==> src/rtl/popcount_seq_if.sv <==
// Handshake bundle for popcount_seq: start/data/mode towards the counter,
// busy/done/count/zero back to the controller.
interface popcount_seq_if #(
    parameter int WIDTH = 8,
    parameter int CNT_W = $clog2(WIDTH + 1)
) ();
    logic             start;
    logic [WIDTH-1:0] data;
    logic             count_zeros;
    logic             busy;
    logic             done;
    logic [CNT_W-1:0] count;
    logic             zero;

    modport master (
        output start, data, count_zeros,
        input  busy, done, count, zero
    );

    modport slave (
        input  start, data, count_zeros,
        output busy, done, count, zero
    );
endinterface

==> src/rtl/popcount_seq.sv <==
// Sequential population counter: shifts the loaded word right one bit per clock,
// counting the 1s that leave bit 0, and stops as soon as the remaining bits are zero.
module popcount_seq #(
    parameter int WIDTH = 8,
    parameter int CNT_W = $clog2(WIDTH + 1)
) (
    input  logic         clk,
    input  logic         rst,
    popcount_seq_if.slave bus
);
    typedef enum logic [1:0] {
        IDLE  = 2'd0,
        SHIFT = 2'd1,
        DONE  = 2'd2
    } state_t;

    state_t           state_q, state_d;
    logic [WIDTH-1:0] sr_q, sr_d;
    logic [CNT_W-1:0] count_q, count_d;
    logic             busy_q, busy_d;
    logic             done_q, done_d;
    logic             sr_zero_s;

    assign sr_zero_s = (sr_q == {WIDTH{1'b0}});

    // Next-state, datapath and registered-output decode
    always_comb begin
        state_d = state_q;
        sr_d    = sr_q;
        count_d = count_q;
        case (state_q)
            IDLE, DONE: begin
                // DONE accepts start like IDLE so operations can run back to back
                if (bus.start) begin
                    sr_d    = bus.count_zeros ? ~bus.data : bus.data;
                    count_d = {CNT_W{1'b0}};
                    state_d = SHIFT;
                end else begin
                    state_d = IDLE;
                end
            end
            SHIFT: begin
                if (sr_zero_s) begin
                    state_d = DONE;
                end else begin
                    sr_d    = {1'b0, sr_q[WIDTH-1:1]};
                    count_d = count_q + {{(CNT_W-1){1'b0}}, sr_q[0]};
                end
            end
            default: begin
                state_d = IDLE;
            end
        endcase
        busy_d = (state_d == SHIFT);
        done_d = (state_d == DONE);
    end

    // State, shift register, counter and status flops
    always_ff @(posedge clk or posedge rst) begin
        if (rst) begin
            state_q <= IDLE;
            sr_q    <= {WIDTH{1'b0}};
            count_q <= {CNT_W{1'b0}};
            busy_q  <= 1'b0;
            done_q  <= 1'b0;
        end else begin
            state_q <= state_d;
            sr_q    <= sr_d;
            count_q <= count_d;
            busy_q  <= busy_d;
            done_q  <= done_d;
        end
    end

    assign bus.busy  = busy_q;
    assign bus.done  = done_q;
    assign bus.count = count_q;
    assign bus.zero  = sr_zero_s;
endmodule

==> src/flat_wrapper.sv <==
// flat-port wrapper written by rule: the top's interface ports become plain ports
module popcount_seq_flat 
#(
    parameter int WIDTH = 8,
    parameter int CNT_W = $clog2(WIDTH + 1)
)
  (clk, rst, bus_start, bus_data, bus_count_zeros, bus_busy, bus_done, bus_count, bus_zero);
  popcount_seq_if #(.WIDTH(WIDTH), .CNT_W(CNT_W)) bus_i ();
  input  logic clk;
  input  logic rst;
  input wire logic [$bits(bus_i.start)-1:0] bus_start;
  input wire logic [$bits(bus_i.data)-1:0] bus_data;
  input wire logic [$bits(bus_i.count_zeros)-1:0] bus_count_zeros;
  output wire logic [$bits(bus_i.busy)-1:0] bus_busy;
  output wire logic [$bits(bus_i.done)-1:0] bus_done;
  output wire logic [$bits(bus_i.count)-1:0] bus_count;
  output wire logic [$bits(bus_i.zero)-1:0] bus_zero;
  assign bus_i.start = bus_start;
  assign bus_i.data = bus_data;
  assign bus_i.count_zeros = bus_count_zeros;
  assign bus_busy = bus_i.busy;
  assign bus_done = bus_i.done;
  assign bus_count = bus_i.count;
  assign bus_zero = bus_i.zero;
  popcount_seq #(.WIDTH(WIDTH), .CNT_W(CNT_W)) u_core (.clk(clk), .rst(rst), .bus(bus_i));
endmodule
==> config.mk <==
export PLATFORM = sky130hd
export DESIGN_NAME = popcount_seq_flat
export DESIGN_NICKNAME = d
export VERILOG_FILES = /design/src/rtl/popcount_seq_if.sv /design/src/rtl/popcount_seq.sv /design/src/flat_wrapper.sv
export SDC_FILE = /design/constraint.sdc
export NUM_CORES = 1
export LEC_CHECK = 0
export ABC_AREA = 1
export BUFFER_PORTS_ARGS = -buffer_cell sky130_fd_sc_hd__buf_2
export CAP_MARGIN = 20
export CORE_MARGIN = 2
export CORE_UTILIZATION = 45
export CTS_CLUSTER_DIAMETER = 60
export DETAILED_ROUTE_END_ITERATION = 7
export GPL_TIMING_DRIVEN = 0
export PLACE_DENSITY = 0.64
export SYNTH_ARGS = -nofsm -noshare
export SYNTH_HDL_FRONTEND = slang
export SYNTH_SLANG_ARGS = --single-unit
==> constraint.sdc <==
create_clock -name clk -period 1.5 [get_ports clk]
set_input_delay 0.3 -clock clk [delete_from_list [all_inputs] [get_ports clk]]
set_output_delay 0.3 -clock clk [all_outputs]
set_load 0.05 [all_outputs]
======== Word level (Yosys, flattened, before mapping) ========
Cells that the tools add are included.
Widths: inputs -> output; s select.
word-level totals
  register bits ........................... 16
  bits in latches ......................... 0
  memory bits (writable) .................. 0
  ROM bits ................................ 0
  bits of input ports ..................... 12
  output and inout port bits .............. 7
  memories kept ........................... 0
operators by class
  add/subtract/negate cells ............... 1
  $mul .................................... 0
  divide/modulo/power cells ............... 0
  magnitude comparators ................... 0
  equality and inequality tests ........... 6
  shift operators ......................... 0
  multiplexer cells ....................... 10
  bitwise operators ....................... 1
  reductions and logical operators ........ 5
operators with widths
  kind                number
  $mux 8              3
  $pmux 8 s2          1
  $logic_not 8->1     1
  $mux 4              2
  $not 8->8           1
  $pmux 4 s2          1
  $add 4x1->4         1
  $eq 2x1->1 const B  2
  $eq 2x2->1 const B  2
  $ne 2x2->1 const B  2
  $pmux 2 s2          1
  $reduce_and 3->1    1
  $logic_not 2->1     1
  $mux 2              1
  $reduce_bool 2->1   1
  $reduce_or 2->1     1
  $mux 1              1

======== Longest topological paths before layout ========
Gate-level depths: netlist of run 1.
  word-level depth ........................ 4
  gate-level depth with buffers ........... 7

======== Worst setup path before layout of run 1 ========
OpenSTA, ideal clock, no wires.
  path kind ............................... flip-flop to output port
  from .................................... reg u_core.sr_q[4]
  to ...................................... out bus_zero
  data arrival time ....................... 1.255 ns
  data required time ...................... 1.200 ns
  slack ................................... -0.055 ns
  stages on the path, launching flop included .. 4
  cell sequence ........................... dfrtp_1 > nor2_2 > nand2_2 > nor2_1
between the ends
  cells in the longest elaborated chain, start to end .. 1
ends and longest elaborated chain
  what                    RTL line            RTL
  from (decl)             popcount_seq.sv:18  logic [WIDTH-1:0] sr_q, sr_d;
  from (signal assigned)  popcount_seq.sv:62  sr_q <= {WIDTH{1'b0}};
  from (signal assigned)  popcount_seq.sv:68  sr_q <= sr_d;
  $logic_not 8->1         popcount_seq.sv:24  assign sr_zero_s = (sr_q == {WIDTH{1'b0}});
  to (decl)               flat_wrapper.sv:17  output wire logic [$bits(bus_i.zero)-1:0] bus_zero;
Every way passes these cells.

======== Worst setup path after layout of run 1 ========
  from .................................... reg u_core.sr_q[7]
  to ...................................... out bus_zero
The elaborated chain is that of the path after synthesis.

==> results.md, run 1 <==
* # DRC at 0
* Slew at the pin closest to its max-slew limit at 0.6312 ns
* Share of cells above drive strength 1 at 0.3239
* Compound-cell area share of the yosys netlist at 0.06787
* IO Port Bufs at 17
* GP Congestion at about 0.75
* Post-Route WL at slightly below 2000 um
* Endpoint type of the worst setup path: primary output
* Post-synth top area cell: dfrtp_1
* Most common cell after layout, fill and taps aside: nand2_1
* DRT iter0 DRCs at 6
* Total congestion overflow at 0
* Syn Nets at between 100 and 150
* Critical path peak fanout at 2
* Layout Area Growth over Synthesis at 26.32%
* Starting Density at 0.4701
* Clk pwr share at 0.089
* Initial antenna violation count at 0
* Synth Register Bits at 16
* Sequential area share after synthesis at 0.4432
* CTS clk-pin slew, worst paths at around 0.090 ns
* R2R setup slack at about 0.08 ns
* Relative slew slack at 0.5787
* Post-Syn Instances at ~110
* Yosys Warn Count at 0
* Largest family of logic cells by synthesized area: simple AND/OR/NAND/NOR gates
* Post-synth top area share at 0.4432
* Leakage power at slightly above 0.6 nW
* Fin crit period at roughly 1.5 ns
* Post-layout instance count excluding filler cells at approximately 170
* Full die area at 0.002382 sq mm
* Max Slew Vio Count at 0
* Core Region at approximately 0.0019 sq mm
* Die height at approximately 49 um
* R2R depth at 8
* Synth Area in XOR/XNOR at 0.07756
* Global-route wire length before repair at about 3200 um
* Clock Latency Late Sink at ~0.28 ns
* Fin. Hold Viols at 0
* WP data arrival at between 1 and 1.5 ns
* Finished Cell Area at 0.001141 sq mm
* FP Rows at 16
* Critical Path Start Type: flop
* Max Clock Skew at ~0.0023 ns
* CTS Root Cell: clkbuf_4
* Clock tree from TritonCTS: built
* Post-detailed-route wirelength per cell at 11.50 um
* H-tree levels at 1
* Ant diodes at 0
* Fraction of synthesized area in multiplexers at 0
* IO Pins at 19
* Pre-antenna DRT Iters at 4
* Worst VDD drop at approximately 0.91 mV
* Area contributors post-synth: dfrtp_1 44%, nand2_1 15%, xnor2_1 7.8%
* Vias in the first global route at 755
* Period Utilization, post-route at 0.9689
* Total power at roughly 2.5 mW
* Most frequent cells in the layout: 35 x nand2_1, 17 x buf_2, 16 x dfrtp_1
* Synth cell types at 20
* RSZ-0062 raised after global routing: yes
* Total CTS buffers at 3
* Pwr per Cell Area at 2170 mW/mm^2
* Worst hold path class: in2async
* Crit path required time at approximately 1.2 ns
* Internal Dissipation at ~1.3 mW
* Mean Syn Cell Area at between 8 and 9 sq um
* Simple-gate share of the synthesized area at 0.3116
* Status: complete, no violations
* Max-cap viol count at 0
* Max Fclk at around 690 MHz
* Final #Nets at roughly 160
* Switch share at 0.4709
* Placed cell areas at between 0.001 and 0.0015 sq mm
* Largest net degree at the start of global routing at 17
* Finished Core Util at 0.5938
* Clock buffer depth at 2
* DR vias/cell at ~4.8
* Synth Area in Adders at 0.02770
* Final setup viols at 0
* Combinational Power Share at 0.626
* WS Path Type: reg2out
* DPL Wire Length at ~1300 um
* Cell Count Post-Placement at about 160
* Gr usage total at 0.1797
* Sink Count at 16
* DR vias at approximately 800
* Cts hold-fix bufs at 0
* ANT nets after route at 0
* Mapped cell area at around 900 sq um
* Fillcell total at 193
* Die width at 48.81 um
* Reg power frac at 0.285
* Net Sw Power at approximately 1.2 mW
[cells in the mapped netlist]
master and count:
buf_6 2, o21ai_0 8, dfrtp_1 16, o21ai_4 1, buf_4 1, nand2_1 36
nand2_4 1, buf_2 1, nand2_2 1, xnor2_1 8, nor2_1 8, inv_1 5
ha_1 2, nand3_1 13, nor3_1 2, nor2_2 2, nor2_4 1, clkbuf_4 1
inv_2 1, a21oi_1 1
[through the flow]
step | hold slack [ns] | TNS [ns] | setup slack [ns]
floorplan | 0.2137 | 0 | 0.06219
global placement | 0.4069 | 0 | 0.1441
detailed placement | 0.4170 | 0 | 0.1090
CTS | 0.1047 | 0 | 0.03746
global route | 0.1319 | -0.04213 | -0.01462
finish | 0.08835 | 0 | 0.04662
[layout make-up]
| type | instances | area (sq um) | area share |
|---|---|---|---|
| multi-input combinational | 84 | 445.4 | 0.3904 |
| buffer | 5 | 42.54 | 0.03728 |
| inverter | 6 | 22.52 | 0.01974 |
| timing repair buffer | 28 | 173.9 | 0.1524 |
| sequential | 16 | 400.4 | 0.3509 |
| clock buffer | 3 | 22.52 | 0.01974 |
| tap | 27 | 33.78 | 0.02961 |
[logic make-up (layout without fill, tap and decap cells)]
logic type	after synthesis	after routing
fa+ha+maj	2	2
xor+xnor	8	8
compound gates	10	10
flops	16	16
simple gates	64	64
buf+inv	11	42
[worst paths after layout]
path | from | end
setup / recovery | u_core.sr_q[7]$_DFFE_PP0P_ | bus_zero
min in group clk | bus_data[7] | u_core.sr_q[7]$_DFFE_PP0P_
max in group asynchronous | rst | u_core.bus.count[3]$_DFFE_PP0P_
setup reg to reg | u_core.sr_q[1]$_DFFE_PP0P_ | u_core.sr_q[3]$_DFFE_PP0P_
hold reg to reg | u_core.bus.count[3]$_DFFE_PP0P_ | u_core.bus.count[3]$_DFFE_PP0P_
hold / removal | rst | u_core.bus.busy$_DFF_PP0_
[timing repair]
item	CTS	global route
setup endpoints to repair	1	8
pin swaps	2	2
resized for setup	4	0
buffers inserted	8	3
[power groups by stage]
stage	sequential, mW	combinational, mW	clock [mW]
global route	0.721	1.72	0.248
detailed placement	0.723	1.30	0
finish	0.706	1.55	0.221
CTS	0.706	1.49	0.229
global placement	0.717	1.26	0
floorplan	0.855	0.876	0
[critical path: stages (launching register included)]
cell,delay [ns]
dfrtp_1,0.41
nor2_2,0.12
nand2_2,0.07
nor2_2,0.12
buf_6,0.16
[metal layers]
| metal | part of all wire | track usage | routed length, um | up-vias |
|---|---|---|---|---|
| met1 | 0.45 | 0.2028 | 870 | 374 |
| met2 | 0.50 | 0.3333 | 974 | 18 |
| met4 | 0.0067 | 0.07143 | 13 | 0 |
| met3 | 0.044 | 0.03067 | 85 | 2 |
| li1 | - | - | - | 413 |
| met5 | 0 | 0 | 0 | - |
[registers in the layout (all words and copies together), names as in the netlist]
signal	cells
u_core.sr_q	8
u_core.bus.busy	1
u_core.bus.count	4
u_core.bus.done	1
u_core.state_q	2
Power figures use the tool's default switching activity.
==> run 2: changes to the inputs <==
CTS_BUF_LIST = sky130_fd_sc_hd__clkbuf_16   (was default)
==> results.md, run 2 (synthesis gave the netlist of run 1 again) <==
* Status: complete, no violations
* Family with the most delay on the worst path: flip-flops
* Fin crit period at 1.487 ns
* Worst reg2reg endpoint: u_core.sr_q[7]$_DFFE_PP0P_
* Fillcell total at 180
* Largest net degree at the start of global routing at 17
* Final #Nets at 152
* Worst VDD drop at ~0.93 mV
* Post-Route WL at 1914 um
* Initial antenna violation count at 0
* WP data arrival at roughly 1.2 ns
* Die width at about 50 um
* Slew at the pin closest to its max-slew limit at around 0.64 ns
* Most frequent cells in the layout: 35 x nand2_1, 17 x buf_2, 16 x dfrtp_1
* Final setup viols at 0
* Clk pwr share at 0.192
* Clock tree from TritonCTS: built
* Worst path slowest cell: dfrtp_1
* DR vias/cell at 4.822
* Period Utilization, post-route at 0.9913
* Crit path required time at approximately 1.2 ns
* Full die area at about 0.0024 sq mm
* DP Worst Slack at about 0.11 ns
* Combinational Power Share at 0.535
* Most flops, register: u_core.sr_q
* Core Region at approximately 0.0019 sq mm
* GP Congestion at roughly 0.75
* DPL Wire Length at ~1300 um
* Max Fclk at roughly 670 MHz
* IO Pins at 19
* Most used cell, CP: nor2_2
* Crit-path max cell delay at ~0.40 ns
* Max Clock Skew at ~0.0018 ns
* Layout Area Growth over Synthesis at 27.15%
* DRT iter0 DRCs at 6
* Global-route wire length before repair at between 3000 and 4000 um
* Register area at roughly 400 sq um
* Worst hold path class: in2async
* Most common cell after layout, fill and taps aside: nand2_1
* Area of the multi-input gates at 445.4 sq um
* WS Path Type: reg2out
* Post-detailed-route wirelength per cell at roughly 12 um
* Total congestion overflow at 0
* DR vias at between 700 and 800
* Pwr per Cell Area at roughly 2300 mW/mm^2
* IO Port Bufs at 17
* R2R depth at 7
* Switch share at 0.4439
* ANT nets after route at 0
* Reg power frac at 0.273
* Gr usage total at 0.1737
* CP Launch Point: u_core.sr_q[4]$_DFFE_PP0P_
* Net Sw Power at 1.172 mW
* # DRC at 0
* Max reg flops at 8
* Pre-antenna DRT Iters at 4
* R2R setup slack at about 0.15 ns
* CTS Root Cell: clkbuf_16
* H-tree levels at 1
* Bufs and invs on worst path at 1
* FP Rows at 16
* Worst-path cell chain: nor2_2, nand2_2, nor2_2, buf_6
* Leakage power at between 0.6 and 0.7 nW
* Vias in the first global route at between 600 and 700
* Max Slew Vio Count at 0
* Internal Dissipation at approximately 1.5 mW
* Die height at between 40 and 50 um
* Fin. Hold Viols at 0
* Endpoint type of the worst setup path: primary output
* Hold WS at around 0.14 ns
* Relative slew slack at 0.5738
* Setup TNS at 0 ns
* Sink Count at 16
* Share of cells above drive strength 1 at 0.2941
* Clock Latency Late Sink at around 0.24 ns
* Final worst slack at ~0.013 ns
* Finished Core Util at 0.5977
* CTS clk-pin slew, worst paths at 0.05 ns
* Total CTS buffers at 3
* Starting Density at 0.4701
* Critical path peak fanout at 4
* Max-cap viol count at 0
* Clock buffer depth at 2
* Ant diodes at 0
* Reg-to-reg startpoint: u_core.sr_q[4]$_DFFE_PP0P_
* Critical Path Start Type: flop
## run 2: cell types whose count changed in the layout (fill, tap and decap cells not counted), sizes merged
cell,previous run,this run
buf,32,26
## run 2: per-stage QoR
stage               instances  area [sq um]  total power [mW]
global route              163          1149             2.838
CTS                       158          1109             2.555
global placement          155          1025             1.979
detailed placement        155          1025             2.018
finish                    163          1149             2.640
floorplan                 111         905.9             1.731
## run 2: worst register-to-register path: stages (launching register included)
cell and delay (ns):
dfrtp_1 0.40, nor2_2 0.12, nand2_2 0.11, o21ai_4 0.25, nand2_4 0.09, buf_6 0.15, nand2_1 0.06, nand2_1 0.05
## run 2: how the worst max path moves through the flow
stage                                      endpoint  cells past startpoint  slack (ns)
floorplan           u_core.bus.count[2]$_DFFE_PP0P_                      6        0.06
global placement         u_core.sr_q[3]$_DFFE_PP0P_                      7        0.14
detailed placement       u_core.sr_q[3]$_DFFE_PP0P_                      7        0.11
CTS                                        bus_zero                      4       0.008
global route                               bus_zero                      4       -0.04
finish                                     bus_zero                      4        0.01
## run 2: power groups by stage
stage                     combinational, mW  clock (mW)  sequential [mW]
after floorplan                       0.876           0            0.855
after global placement                 1.26           0            0.717
after detailed placement               1.30           0            0.723
after CTS                              1.32       0.516            0.717
after global routing                   1.57       0.536            0.737
final                                  1.41       0.508            0.720
## run 2: what timing repair did
action / in CTS / in global routing
pin swaps: 0 / 2
buffers inserted: 0 / 5
setup endpoints to repair: 1 / 1
gates resized for setup: 3 / 1
hold buffers: 0 / 0
## run 2: metal layers
| layer | share of wire | routed length (um) | vias up | track usage |
|---|---|---|---|---|
| li1 | - | - | 405 | - |
| met1 | 0.46 | 883 | 358 | 0.2103 |
| met2 | 0.49 | 938 | 19 | 0.2831 |
| met3 | 0.037 | 71 | 4 | 0.04908 |
| met4 | 0.010 | 20 | 0 | 0.08571 |
| met5 | 0 | 0 | - | 0 |
## run 2: area by class of cell
type / instances / area share
flip-flops and latches: 16 / 0.3486
clock buffers: 3 / 0.06536
plain buffers: 5 / 0.03704
inverters: 6 / 0.01961
well taps: 27 / 0.02941
repair buffers: 22 / 0.1122
multi-input cells: 84 / 0.3878
